==> src/rtl/ifetch_unit_if.sv <==
// ifetch_unit_if: bundles every non-clock signal of the instruction fetch stage.
//   Instruction-memory request:  imem_req_valid/imem_req_ready/imem_req_addr
//   Instruction-memory response: imem_resp_valid/imem_resp_data (in request order)
//   Decode side:                 inst_valid/inst/pc/pc_plus4, inst_ready
//   Execute side:                redirect/redirect_target, inst_misalign
// The master modport is the fetch unit; the slave modport is its environment
// (memory + decode + execute).
interface ifetch_unit_if #(
  parameter int XLEN = 64
);
  logic            imem_req_valid;
  logic            imem_req_ready;
  logic [XLEN-1:0] imem_req_addr;
  logic            imem_resp_valid;
  logic [31:0]     imem_resp_data;
  logic            inst_valid;
  logic [31:0]     inst;
  logic [XLEN-1:0] pc;
  logic [XLEN-1:0] pc_plus4;
  logic            inst_ready;
  logic            redirect;
  logic [XLEN-1:0] redirect_target;
  logic            inst_misalign;

  modport master (
    output imem_req_valid, imem_req_addr,
    input  imem_req_ready, imem_resp_valid, imem_resp_data,
    output inst_valid, inst, pc, pc_plus4, inst_misalign,
    input  inst_ready, redirect, redirect_target
  );

  modport slave (
    input  imem_req_valid, imem_req_addr,
    output imem_req_ready, imem_resp_valid, imem_resp_data,
    input  inst_valid, inst, pc, pc_plus4, inst_misalign,
    output inst_ready, redirect, redirect_target
  );
endinterface

==> src/rtl/ifetch_unit.sv <==
// ifetch_unit: instruction fetch stage feeding decode.
//   Owns the fetch PC, issues in-order requests to instruction memory, buffers
//   returned words with their PCs in a small prefetch FIFO and presents the head
//   {inst, pc} to decode. A redirect from execute flushes the FIFO and squashes
//   every response still in flight.
// Ports:
//   clk  - clock, all state changes on the rising edge
//   rst  - synchronous reset, active high
//   bus  - ifetch_unit_if.master (memory request/response, decode, redirect)
// Build option:
//   IFETCH_MISALIGN_TRAP_EN - when defined, a redirect target with bit 1 set
//   raises inst_misalign and halts fetch until the next aligned redirect or
//   reset. When undefined, target bits [1:0] are simply forced to zero.
module ifetch_unit #(
  parameter int              XLEN       = 64,
  parameter logic [XLEN-1:0] RESET_PC   = 64'h0000_0000_8000_0000,
  parameter int              FIFO_DEPTH = 2
) (
  input logic          clk,
  input logic          rst,
  ifetch_unit_if.master bus
);
  localparam int              PW       = $clog2(FIFO_DEPTH);
  localparam int              CW       = PW + 1;
  localparam logic [31:0]     NOP      = 32'h0000_0013;
  localparam logic [XLEN-1:0] PC_STEP  = XLEN'(3'd4);
  localparam logic [PW-1:0]   PTR_ONE  = PW'(1'b1);
  localparam logic [CW:0]     DEPTH_W  = FIFO_DEPTH[CW:0];

  logic [XLEN-1:0] fpc_q, fpc_d;
  logic [XLEN-1:0] resp_pc_q, resp_pc_d;
  logic [CW-1:0]   outst_q, outst_d;
  logic [CW-1:0]   drop_q, drop_d;
  logic [CW-1:0]   cnt_q, cnt_d;
  logic [PW-1:0]   rd_ptr_q, rd_ptr_d;
  logic [PW-1:0]   wr_ptr_q, wr_ptr_d;
  logic            halted_q, halted_d;
  logic            misalign_q, misalign_d;
  logic [31:0]     fifo_inst_q [FIFO_DEPTH];
  logic [XLEN-1:0] fifo_pc_q   [FIFO_DEPTH];

  logic            inst_valid_s;
  logic            pop_s;
  logic            push_s;
  logic            drop_resp_s;
  logic            req_valid_s;
  logic            req_fire_s;
  logic [CW:0]     credit_used_s;
  logic [CW-1:0]   resp_dec_s;
  logic [CW-1:0]   fire_inc_s;
  logic [CW-1:0]   push_inc_s;
  logic [CW-1:0]   pop_dec_s;
  logic [XLEN-1:0] tgt_s;
  logic            tgt_mis_s;
  logic [XLEN-1:0] pc_s;

  // Redirect target shaping: which low bits are dropped and whether it traps
  always_comb begin
`ifdef IFETCH_MISALIGN_TRAP_EN
    tgt_s     = {bus.redirect_target[XLEN-1:1], 1'b0};
    tgt_mis_s = bus.redirect_target[1];
`else
    tgt_s     = {bus.redirect_target[XLEN-1:2], 2'b00};
    tgt_mis_s = 1'b0;
`endif
  end

  // Handshake decode and request credit
  always_comb begin
    inst_valid_s = !rst && (cnt_q != '0);
    pop_s        = inst_valid_s && bus.inst_ready;
    drop_resp_s  = bus.imem_resp_valid && ((drop_q != '0) || bus.redirect);
    push_s       = bus.imem_resp_valid && (drop_q == '0) && !bus.redirect;
    // A slot being popped this cycle is free for the response of a request
    // issued this cycle (it arrives at least one cycle later), which keeps a
    // two-entry FIFO streaming one instruction per cycle.
    credit_used_s = {1'b0, outst_q} + {1'b0, cnt_q} - CW'(pop_s);
    req_valid_s   = !rst && !bus.redirect && !halted_q && (credit_used_s < DEPTH_W);
    req_fire_s    = req_valid_s && bus.imem_req_ready;
    resp_dec_s    = CW'(bus.imem_resp_valid);
    fire_inc_s    = CW'(req_fire_s);
    push_inc_s    = CW'(push_s);
    pop_dec_s     = CW'(pop_s);
  end

  // Next-state logic; redirect overrides every other update
  always_comb begin
    fpc_d      = fpc_q;
    resp_pc_d  = resp_pc_q;
    outst_d    = outst_q;
    drop_d     = drop_q;
    cnt_d      = cnt_q;
    rd_ptr_d   = rd_ptr_q;
    wr_ptr_d   = wr_ptr_q;
    halted_d   = halted_q;
    misalign_d = misalign_q;
    if (bus.redirect) begin
      fpc_d      = tgt_s;
      resp_pc_d  = tgt_s;
      cnt_d      = '0;
      rd_ptr_d   = '0;
      wr_ptr_d   = '0;
      outst_d    = outst_q - resp_dec_s;
      // Responses already marked for dropping are still counted in outst_q,
      // so every request left in flight after this cycle is stale.
      drop_d     = outst_q - resp_dec_s;
      halted_d   = tgt_mis_s;
      misalign_d = tgt_mis_s;
    end else begin
      if (req_fire_s) begin
        fpc_d = fpc_q + PC_STEP;
      end else begin
        fpc_d = fpc_q;
      end
      outst_d = outst_q + fire_inc_s - resp_dec_s;
      if (drop_resp_s) begin
        drop_d = drop_q - resp_dec_s;
      end else begin
        drop_d = drop_q;
      end
      if (push_s) begin
        resp_pc_d = resp_pc_q + PC_STEP;
        wr_ptr_d  = wr_ptr_q + PTR_ONE;
      end else begin
        resp_pc_d = resp_pc_q;
        wr_ptr_d  = wr_ptr_q;
      end
      if (pop_s) begin
        rd_ptr_d = rd_ptr_q + PTR_ONE;
      end else begin
        rd_ptr_d = rd_ptr_q;
      end
      cnt_d = cnt_q + push_inc_s - pop_dec_s;
    end
  end

  // Control state registers with synchronous reset
  always_ff @(posedge clk) begin
    if (rst) begin
      fpc_q      <= RESET_PC;
      resp_pc_q  <= RESET_PC;
      outst_q    <= '0;
      drop_q     <= '0;
      cnt_q      <= '0;
      rd_ptr_q   <= '0;
      wr_ptr_q   <= '0;
      halted_q   <= 1'b0;
      misalign_q <= 1'b0;
    end else begin
      fpc_q      <= fpc_d;
      resp_pc_q  <= resp_pc_d;
      outst_q    <= outst_d;
      drop_q     <= drop_d;
      cnt_q      <= cnt_d;
      rd_ptr_q   <= rd_ptr_d;
      wr_ptr_q   <= wr_ptr_d;
      halted_q   <= halted_d;
      misalign_q <= misalign_d;
    end
  end

  // FIFO storage; contents are qualified by cnt_q so no reset is needed
  always_ff @(posedge clk) begin
    if (push_s && !rst) begin
      fifo_inst_q[wr_ptr_q] <= bus.imem_resp_data;
      fifo_pc_q[wr_ptr_q]   <= resp_pc_q;
    end
  end

  // Output drive; an empty FIFO shows a NOP at the next expected PC
  always_comb begin
    if (rst) begin
      pc_s     = RESET_PC;
      bus.inst = NOP;
    end else if (inst_valid_s) begin
      pc_s     = fifo_pc_q[rd_ptr_q];
      bus.inst = fifo_inst_q[rd_ptr_q];
    end else begin
      pc_s     = resp_pc_q;
      bus.inst = NOP;
    end
    bus.pc             = pc_s;
    bus.pc_plus4       = pc_s + PC_STEP;
    bus.inst_valid     = inst_valid_s;
    bus.imem_req_valid = req_valid_s;
    bus.imem_req_addr  = fpc_q;
    bus.inst_misalign  = !rst && misalign_q;
  end

  ifetch_unit_chk #(.CW(CW), .FIFO_DEPTH(FIFO_DEPTH)) u_chk (
    .clk          (clk),
    .rst          (rst),
    .push_i       (push_s),
    .resp_valid_i (bus.imem_resp_valid),
    .cnt_i        (cnt_q),
    .outst_i      (outst_q)
  );
endmodule

// ifetch_unit_chk: protocol and occupancy checks for ifetch_unit.
//   push_i/cnt_i       - a push must never target a full FIFO
//   resp_valid_i/outst_i - memory must not answer a request that was never made
module ifetch_unit_chk #(
  parameter int CW         = 2,
  parameter int FIFO_DEPTH = 2
) (
  input logic          clk,
  input logic          rst,
  input logic          push_i,
  input logic          resp_valid_i,
  input logic [CW-1:0] cnt_i,
  input logic [CW-1:0] outst_i
);
  a_no_overflow: assert property (@(posedge clk) disable iff (rst)
    push_i |-> (cnt_i < FIFO_DEPTH[CW-1:0]));

  a_no_orphan_resp: assert property (@(posedge clk) disable iff (rst)
    resp_valid_i |-> (outst_i != '0));
endmodule
==> src/flat_wrapper.sv <==
// flat-port wrapper written by rule: the top's interface ports become plain ports
module ifetch_unit_flat 
#(
  parameter int              XLEN       = 64,
  parameter logic [XLEN-1:0] RESET_PC   = 64'h0000_0000_8000_0000,
  parameter int              FIFO_DEPTH = 2
)
  (clk, rst, bus_imem_req_valid, bus_imem_req_addr, bus_imem_req_ready, bus_imem_resp_valid, bus_imem_resp_data, bus_inst_valid, bus_inst, bus_pc, bus_pc_plus4, bus_inst_misalign, bus_inst_ready, bus_redirect, bus_redirect_target);
  ifetch_unit_if #(.XLEN(XLEN)) bus_i ();
  input logic clk;
  input logic rst;
  output wire logic [$bits(bus_i.imem_req_valid)-1:0] bus_imem_req_valid;
  output wire logic [$bits(bus_i.imem_req_addr)-1:0] bus_imem_req_addr;
  input wire logic [$bits(bus_i.imem_req_ready)-1:0] bus_imem_req_ready;
  input wire logic [$bits(bus_i.imem_resp_valid)-1:0] bus_imem_resp_valid;
  input wire logic [$bits(bus_i.imem_resp_data)-1:0] bus_imem_resp_data;
  output wire logic [$bits(bus_i.inst_valid)-1:0] bus_inst_valid;
  output wire logic [$bits(bus_i.inst)-1:0] bus_inst;
  output wire logic [$bits(bus_i.pc)-1:0] bus_pc;
  output wire logic [$bits(bus_i.pc_plus4)-1:0] bus_pc_plus4;
  output wire logic [$bits(bus_i.inst_misalign)-1:0] bus_inst_misalign;
  input wire logic [$bits(bus_i.inst_ready)-1:0] bus_inst_ready;
  input wire logic [$bits(bus_i.redirect)-1:0] bus_redirect;
  input wire logic [$bits(bus_i.redirect_target)-1:0] bus_redirect_target;
  assign bus_imem_req_valid = bus_i.imem_req_valid;
  assign bus_imem_req_addr = bus_i.imem_req_addr;
  assign bus_i.imem_req_ready = bus_imem_req_ready;
  assign bus_i.imem_resp_valid = bus_imem_resp_valid;
  assign bus_i.imem_resp_data = bus_imem_resp_data;
  assign bus_inst_valid = bus_i.inst_valid;
  assign bus_inst = bus_i.inst;
  assign bus_pc = bus_i.pc;
  assign bus_pc_plus4 = bus_i.pc_plus4;
  assign bus_inst_misalign = bus_i.inst_misalign;
  assign bus_i.inst_ready = bus_inst_ready;
  assign bus_i.redirect = bus_redirect;
  assign bus_i.redirect_target = bus_redirect_target;
  ifetch_unit #(.XLEN(XLEN), .RESET_PC(RESET_PC), .FIFO_DEPTH(FIFO_DEPTH)) u_core (.clk(clk), .rst(rst), .bus(bus_i));
endmodule
==> config.mk <==
export PLATFORM = sky130hd
export DESIGN_NAME = ifetch_unit_flat
export DESIGN_NICKNAME = d
export VERILOG_FILES = /design/src/rtl/ifetch_unit_if.sv /design/src/rtl/ifetch_unit.sv /design/src/flat_wrapper.sv
export SDC_FILE = /design/constraint.sdc
export NUM_CORES = 1
export LEC_CHECK = 0
export ABC_AREA = 1
export CAP_MARGIN = 25
export CORE_MARGIN = 4
export CORE_UTILIZATION = 40
export DETAILED_ROUTE_END_ITERATION = 12
export GPL_TIMING_DRIVEN = 0
export PLACE_DENSITY = 0.63
export SETUP_SLACK_MARGIN = 0.2
export SLEW_MARGIN = 20
export SYNTH_ARGS = -nofsm -noshare
export SYNTH_HDL_FRONTEND = slang
export SYNTH_SLANG_ARGS = --single-unit
export TNS_END_PERCENT = 10
==> constraint.sdc <==
create_clock -name clk -period 18.45 [get_ports clk]
set_input_delay 3.69 -clock clk [delete_from_list [all_inputs] [get_ports clk]]
set_output_delay 3.69 -clock clk [all_outputs]
set_load 0.005 [all_outputs]
==> metrics, run 1 <==
Die Y-Extent 233 um; die area approximately 54000 sq um; grt total ovfl 0; DR iter-0 viols between 2000 and 2500; DR vias/cell about 5.4; fin crit period 10770 ps; final setup fails 0; most frequent cells in the layout 1025 x nand2_1, 381 x nor2_1, 355 x inv_1; Layout area overhead 27.1%; fin nets around 3500; worst min path class flip-flop to flip-flop; fin crit share 0.584; Root Buffer clkbuf_16; core footprint ~50000 sq um; clk buf depth 3; clock transition at the registers of the reported paths 50 ps; number of fill cells in the layout just over 5000; max_slew headroom 0.331; vias in the first global route 20800; Peak VDD IR 57.7 uV; total of max-cap violations 0; IO buf count about 320; antenna-violating nets left 0; Detailed Route WL 91.8 mm; Final TNS setup 0 ps; commonest non-fill, non-tap cell in the layout nand2_1; Non-Filler Instances between 4000 and 5000; cell area after synthesis approximately 20000 sq um; Post-CTS Setup Inserts 0; Total Power approximately 0.0019 W; DR WL/cell between 20 and 25 um; largest fanout on the critical path 8; layout cells sized above 1 0.0646; Avg Cell Area, Syn 6.73 sq um; post-DP HPWL around 75 mm; Fin. Hold Viols 0; crit start category input port; initial core utilization 0.404; TritonCTS Buffers 37; status complete, no violations; CTS tree done; initial antenna violation count 1; GRT Overall Usage 0.329; H-tree depth 2; Ys Warns 0; largest net degree at the start of global routing 14; worst endpoint required time about 15000 ps; first-pass GRT wire length approximately 130 mm; Worst-Skew Late Latency about 570 ps; number of antenna diodes 0; register area share after synthesis 0.410; Site Rows 82; DR DRC count 0; PwrDens ~73 nW/um^2; PostCTS Resize Cnt 0; Lkg Pwr around 10 nW; crit path kind input port to primary output; Worst EP arrival slightly above 7000 ps; measured slew at the worst slew-check pin 1000 ps; first-pass detailed-route iteration total 6; CTS Hold Bufs 0; fmax 92.8 MHz; #FFs+latches synth about 320; die width roughly 230 um; CTS sink cnt around 320; Yosys cell types 42; vias ~22000; placed instance count between 4000 and 5000; io pins ~330; Worst Setup End Kind primary output; Mapped Cells 3008; unrepaired setup endpoints after global routing no; setup skew after layout around 32 ps; RD Place Congestion roughly 1; Slew Limit Fails 0
==> stage by stage <==
stage / hold slack, ps / util / setup WS (ps) / instance area, sq um
2_1_floorplan: 448 / - / 6650 / 20300
3_3_place_gp: 472 / 0.485 / 1870 / 24300
3_5_place_dp: 491 / 0.489 / 7670 / 24500
4_1_cts: 504 / 0.514 / 7660 / 25700
5_1_grt: 528 / 0.514 / 7490 / 25700
6_report: 514 / 0.514 / 7680 / 25700
==> critical path: stages <==
cell and delay [ps]:
buf_2 210, inv_2 100, nand2_1 290, clkinv_1 510, nand2_1 320, inv_1 100
ha_1 290, or2_2 310, fa_1 480, inv_1 50, nor3_1 180, clkdlybuf4s50_1 540
==> layer usage <==
layer | track usage | vias to the layer above | part of all wire
li1 | - | 10400 | -
met4 | 0.185 | 0 | 0.067
met2 | 0.548 | 1069 | 0.46
met5 | 0 | - | 0
met1 | 0.409 | 10200 | 0.40
met3 | 0.0444 | 225 | 0.069
==> area by class of cell <==
class / count / area (sq um) / share of cell area
plain buffers: 103 / 536 / 0.0208
clock buffers: 54 / 1080 / 0.0421
clock inverters: 11 / 171 / 0.00666
inverters: 365 / 1370 / 0.0533
multi-input cells: 2225 / 10100 / 0.391
flip-flops and latches: 321 / 8310 / 0.323
well taps: 672 / 841 / 0.0327
repair buffers: 340 / 3350 / 0.130
==> Yosys cell counts (all sizes together) <==
library cell | number | area (sq um)
a31oi | 36 | 225
edfxtp | 188 | 5650
clkbuf | 43 | 161
inv | 364 | 1370
o22ai | 2 | 12.5
a21oi | 143 | 757
nand3b | 4 | 30.0
ha | 10 | 125
o31ai | 2 | 15.0
fa | 1 | 20.0
o211ai | 5 | 37.5
clkinv | 1 | 3.75
o21ai | 129 | 646
a221oi | 1 | 8.76
and2 | 2 | 12.5
nand3 | 234 | 1180
o21a | 2 | 15.0
dfxtp | 133 | 2660
buf | 60 | 374
conb | 1 | 3.75
o221ai | 2 | 17.5
nand2 | 1037 | 3930
nor3 | 47 | 240
xor2 | 55 | 482
nor4 | 1 | 6.26
or2 | 3 | 18.8
nor2 | 436 | 1810
nand4 | 54 | 338
nor2b | 1 | 6.26
xnor2 | 11 | 96.3
==> power by group <==
part / leakage (nW) / internal [W] / switching, W
sequential: 2.80 / 0.000787 / 0.0000388
clock: 0.600 / 0.000453 / 0.000313
combinational: 6.67 / 0.000114 / 0.000170
total: 10.1 / 0.00135 / 0.000522
==> cell families after synthesis <==
kind of cell               synth area share
AOI/OAI and AO/OA                    0.0857
xor gates and xnor gates             0.0286
adders and majority gates           0.00717
buffers and inverters                0.0941
DFF                                   0.410
other                              0.000185
and+or+nand+nor                       0.374
==> state kept, by name (all words and copies together) (netlist names), named ones only <==
| signal | count |
|---|---|
| u_core.fifo_pc_q | 124 |
| u_core.fifo_inst_q | 64 |
| u_core.bus.imem_req_addr | 62 |
| u_core.resp_pc_q | 62 |
| u_core.cnt_q | 2 |
| u_core.drop_q | 2 |
| u_core.outst_q | 2 |
| u_core.rd_ptr_q | 1 |
| u_core.wr_ptr_q | 1 |
==> worst paths after layout <==
kind / startpoint / slack, ps / end / cells past startpoint
min: u_core.resp_pc_q[42] / 510 / u_core.fifo_pc_q[1][42] / 0
min reg2reg: u_core.resp_pc_q[42] / 510 / u_core.fifo_pc_q[1][42] / 0
max reg2reg: u_core.cnt_q[0] / 13180 / u_core.bus.imem_req_addr[42] / 17
max: rst / 7680 / bus_imem_req_valid / 12
No activity file was read; power rests on OpenSTA's default activity.
==> run 2, diff against run 1 <==
PLACE_DENSITY = 0.65   (was 0.63)
clock period = 9.8 ns   (was 18.45 ns; I/O delays follow)
==> metrics, run 2 (same netlist as run 1, synthesis figures left out) <==
unrepaired setup endpoints after global routing no; max layer used met4; io pins approximately 330; antenna-violating nets left 0; Layout area overhead 26.6%; Worst Setup End Kind primary output; clock transition at the registers of the reported paths roughly 60 ps; vias ~21000; final setup fails 0; Lkg Pwr ~10 nW; vias in the first global route just under 20000; total of max-cap violations 0; Non-Filler Instances 4090; crit path kind input port to primary output; die area roughly 54000 sq um; first-pass GRT wire length 121 mm; TritonCTS Buffers 37; Detailed Route WL 83.7 mm; DR DRC count 0; first-pass detailed-route iteration total 8; Die Y-Extent 233 um; biggest regs u_core.fifo_pc_q (124), u_core.fifo_inst_q (64); Top reg by flops u_core.fifo_pc_q; CTS tree done; RD Place Congestion 0.975; DR WL/cell approximately 20 um; IO buf count roughly 320; Fin. Hold Viols 0; Core Util, Final 0.512; Post-CTS Setup Inserts 0; DR iter-0 viols ~2200; crit start category input port; met2 wire length about 37 mm; clk buf depth 3; largest net degree at the start of global routing 15; core footprint ~50000 sq um; PostCTS Resize Cnt 0; met3 WL approximately 7 mm; Hold WS about 500 ps; RR Startpoint u_core.cnt_q[0]; Root Buffer clkbuf_16; max_slew headroom 0.377; layout cells sized above 1 0.0638; worst endpoint required time just under 8000 ps; grt total ovfl 0; CTS Hold Bufs 0; fin crit period 7190 ps; fin nets between 3000 and 4000; commonest non-fill, non-tap cell in the layout nand2_1; Slew Limit Fails 0; Setup crit start rst; setup skew after layout around 21 ps; die width roughly 230 um; placed instance count a little over 4000; fin crit share 0.734; fmax 139 MHz; status complete, no violations; Worst-Skew Late Latency between 500 and 600 ps; worst min path class flip-flop to flip-flop; CTS sink cnt 321; PwrDens approximately 130 nW/um^2; wl on met1 35.1 mm; Worst EP arrival about 5200 ps; most frequent cells in the layout 1025 x nand2_1, 381 x nor2_1, 355 x inv_1; DR vias/cell 5.24; Peak VDD IR approximately 110 uV; initial core utilization 0.404; Final WS setup 2610 ps; Site Rows 82; pre-CTS WS 2540 ps; post-DP HPWL approximately 68 mm; GRT Overall Usage 0.297; largest fanout on the critical path 8; number of flip-flops in the largest register 124; measured slew at the worst slew-check pin roughly 900 ps; H-tree depth 2; initial antenna violation count 0; Hold Startpoint u_core.rd_ptr_q; Total Power around 0.0034 W; number of antenna diodes 0
run 2: changes by cell type in the layout (fill, tap and decap cells not counted), sizes merged:
| cell | change |
|---|---|
| clkinv | +8 |
| clkbuf | -4 |
| clkinvlp | -2 |
| buf | -1 |
| bufinv | -1 |
| inv | -1 |
run 2: power breakdown:
| part | switching, W | internal (W) |
|---|---|---|
| Combinational | 0.000311 | 0.000214 |
| Sequential | 0.0000702 | 0.00148 |
| Clock | 0.000573 | 0.000783 |
run 2: final timing paths:
path,cells past startpoint,endpoint,slack (ps)
max,12,bus_imem_req_valid,2610
min,2,flip-flop,500
max reg2reg,19,u_core.outst_q[1],4850
min reg2reg,2,flip-flop,500
run 2: per-layer routing:
metal  vias to the layer above  GRT usage
met5                         -          0
met4                         0      0.138
met3                       189     0.0433
met2                      1054      0.475
met1                      9779      0.397
li1                      10400          -
run 2: worst max-delay path: stages:
cell,delay (ps)
buf_2,230
inv_2,90
nand2_1,260
clkinv_1,450
nand2_1,250
inv_1,100
ha_1,280
or2_2,300
fa_1,480
inv_1,50
nor3_1,210
clkdlybuf4s50_1,540
run 2: final cells by class:
class	count	area [sq um]
fillers	5117	24400
well taps	672	841
flip-flops and latches	321	8310
repair buffers	339	3350
inverters	365	1370
multi-input cells	2225	10100
clock inverters	15	151
clock buffers	50	1010
plain buffers	103	536
run 2: stage by stage:
step	TNS (ps)	cell area (sq um)
2_1_floorplan	-51460	20300
3_3_place_gp	-912920	24300
3_5_place_dp	0	24500
4_1_cts	0	25600
5_1_grt	0	25600
6_report	0	25600
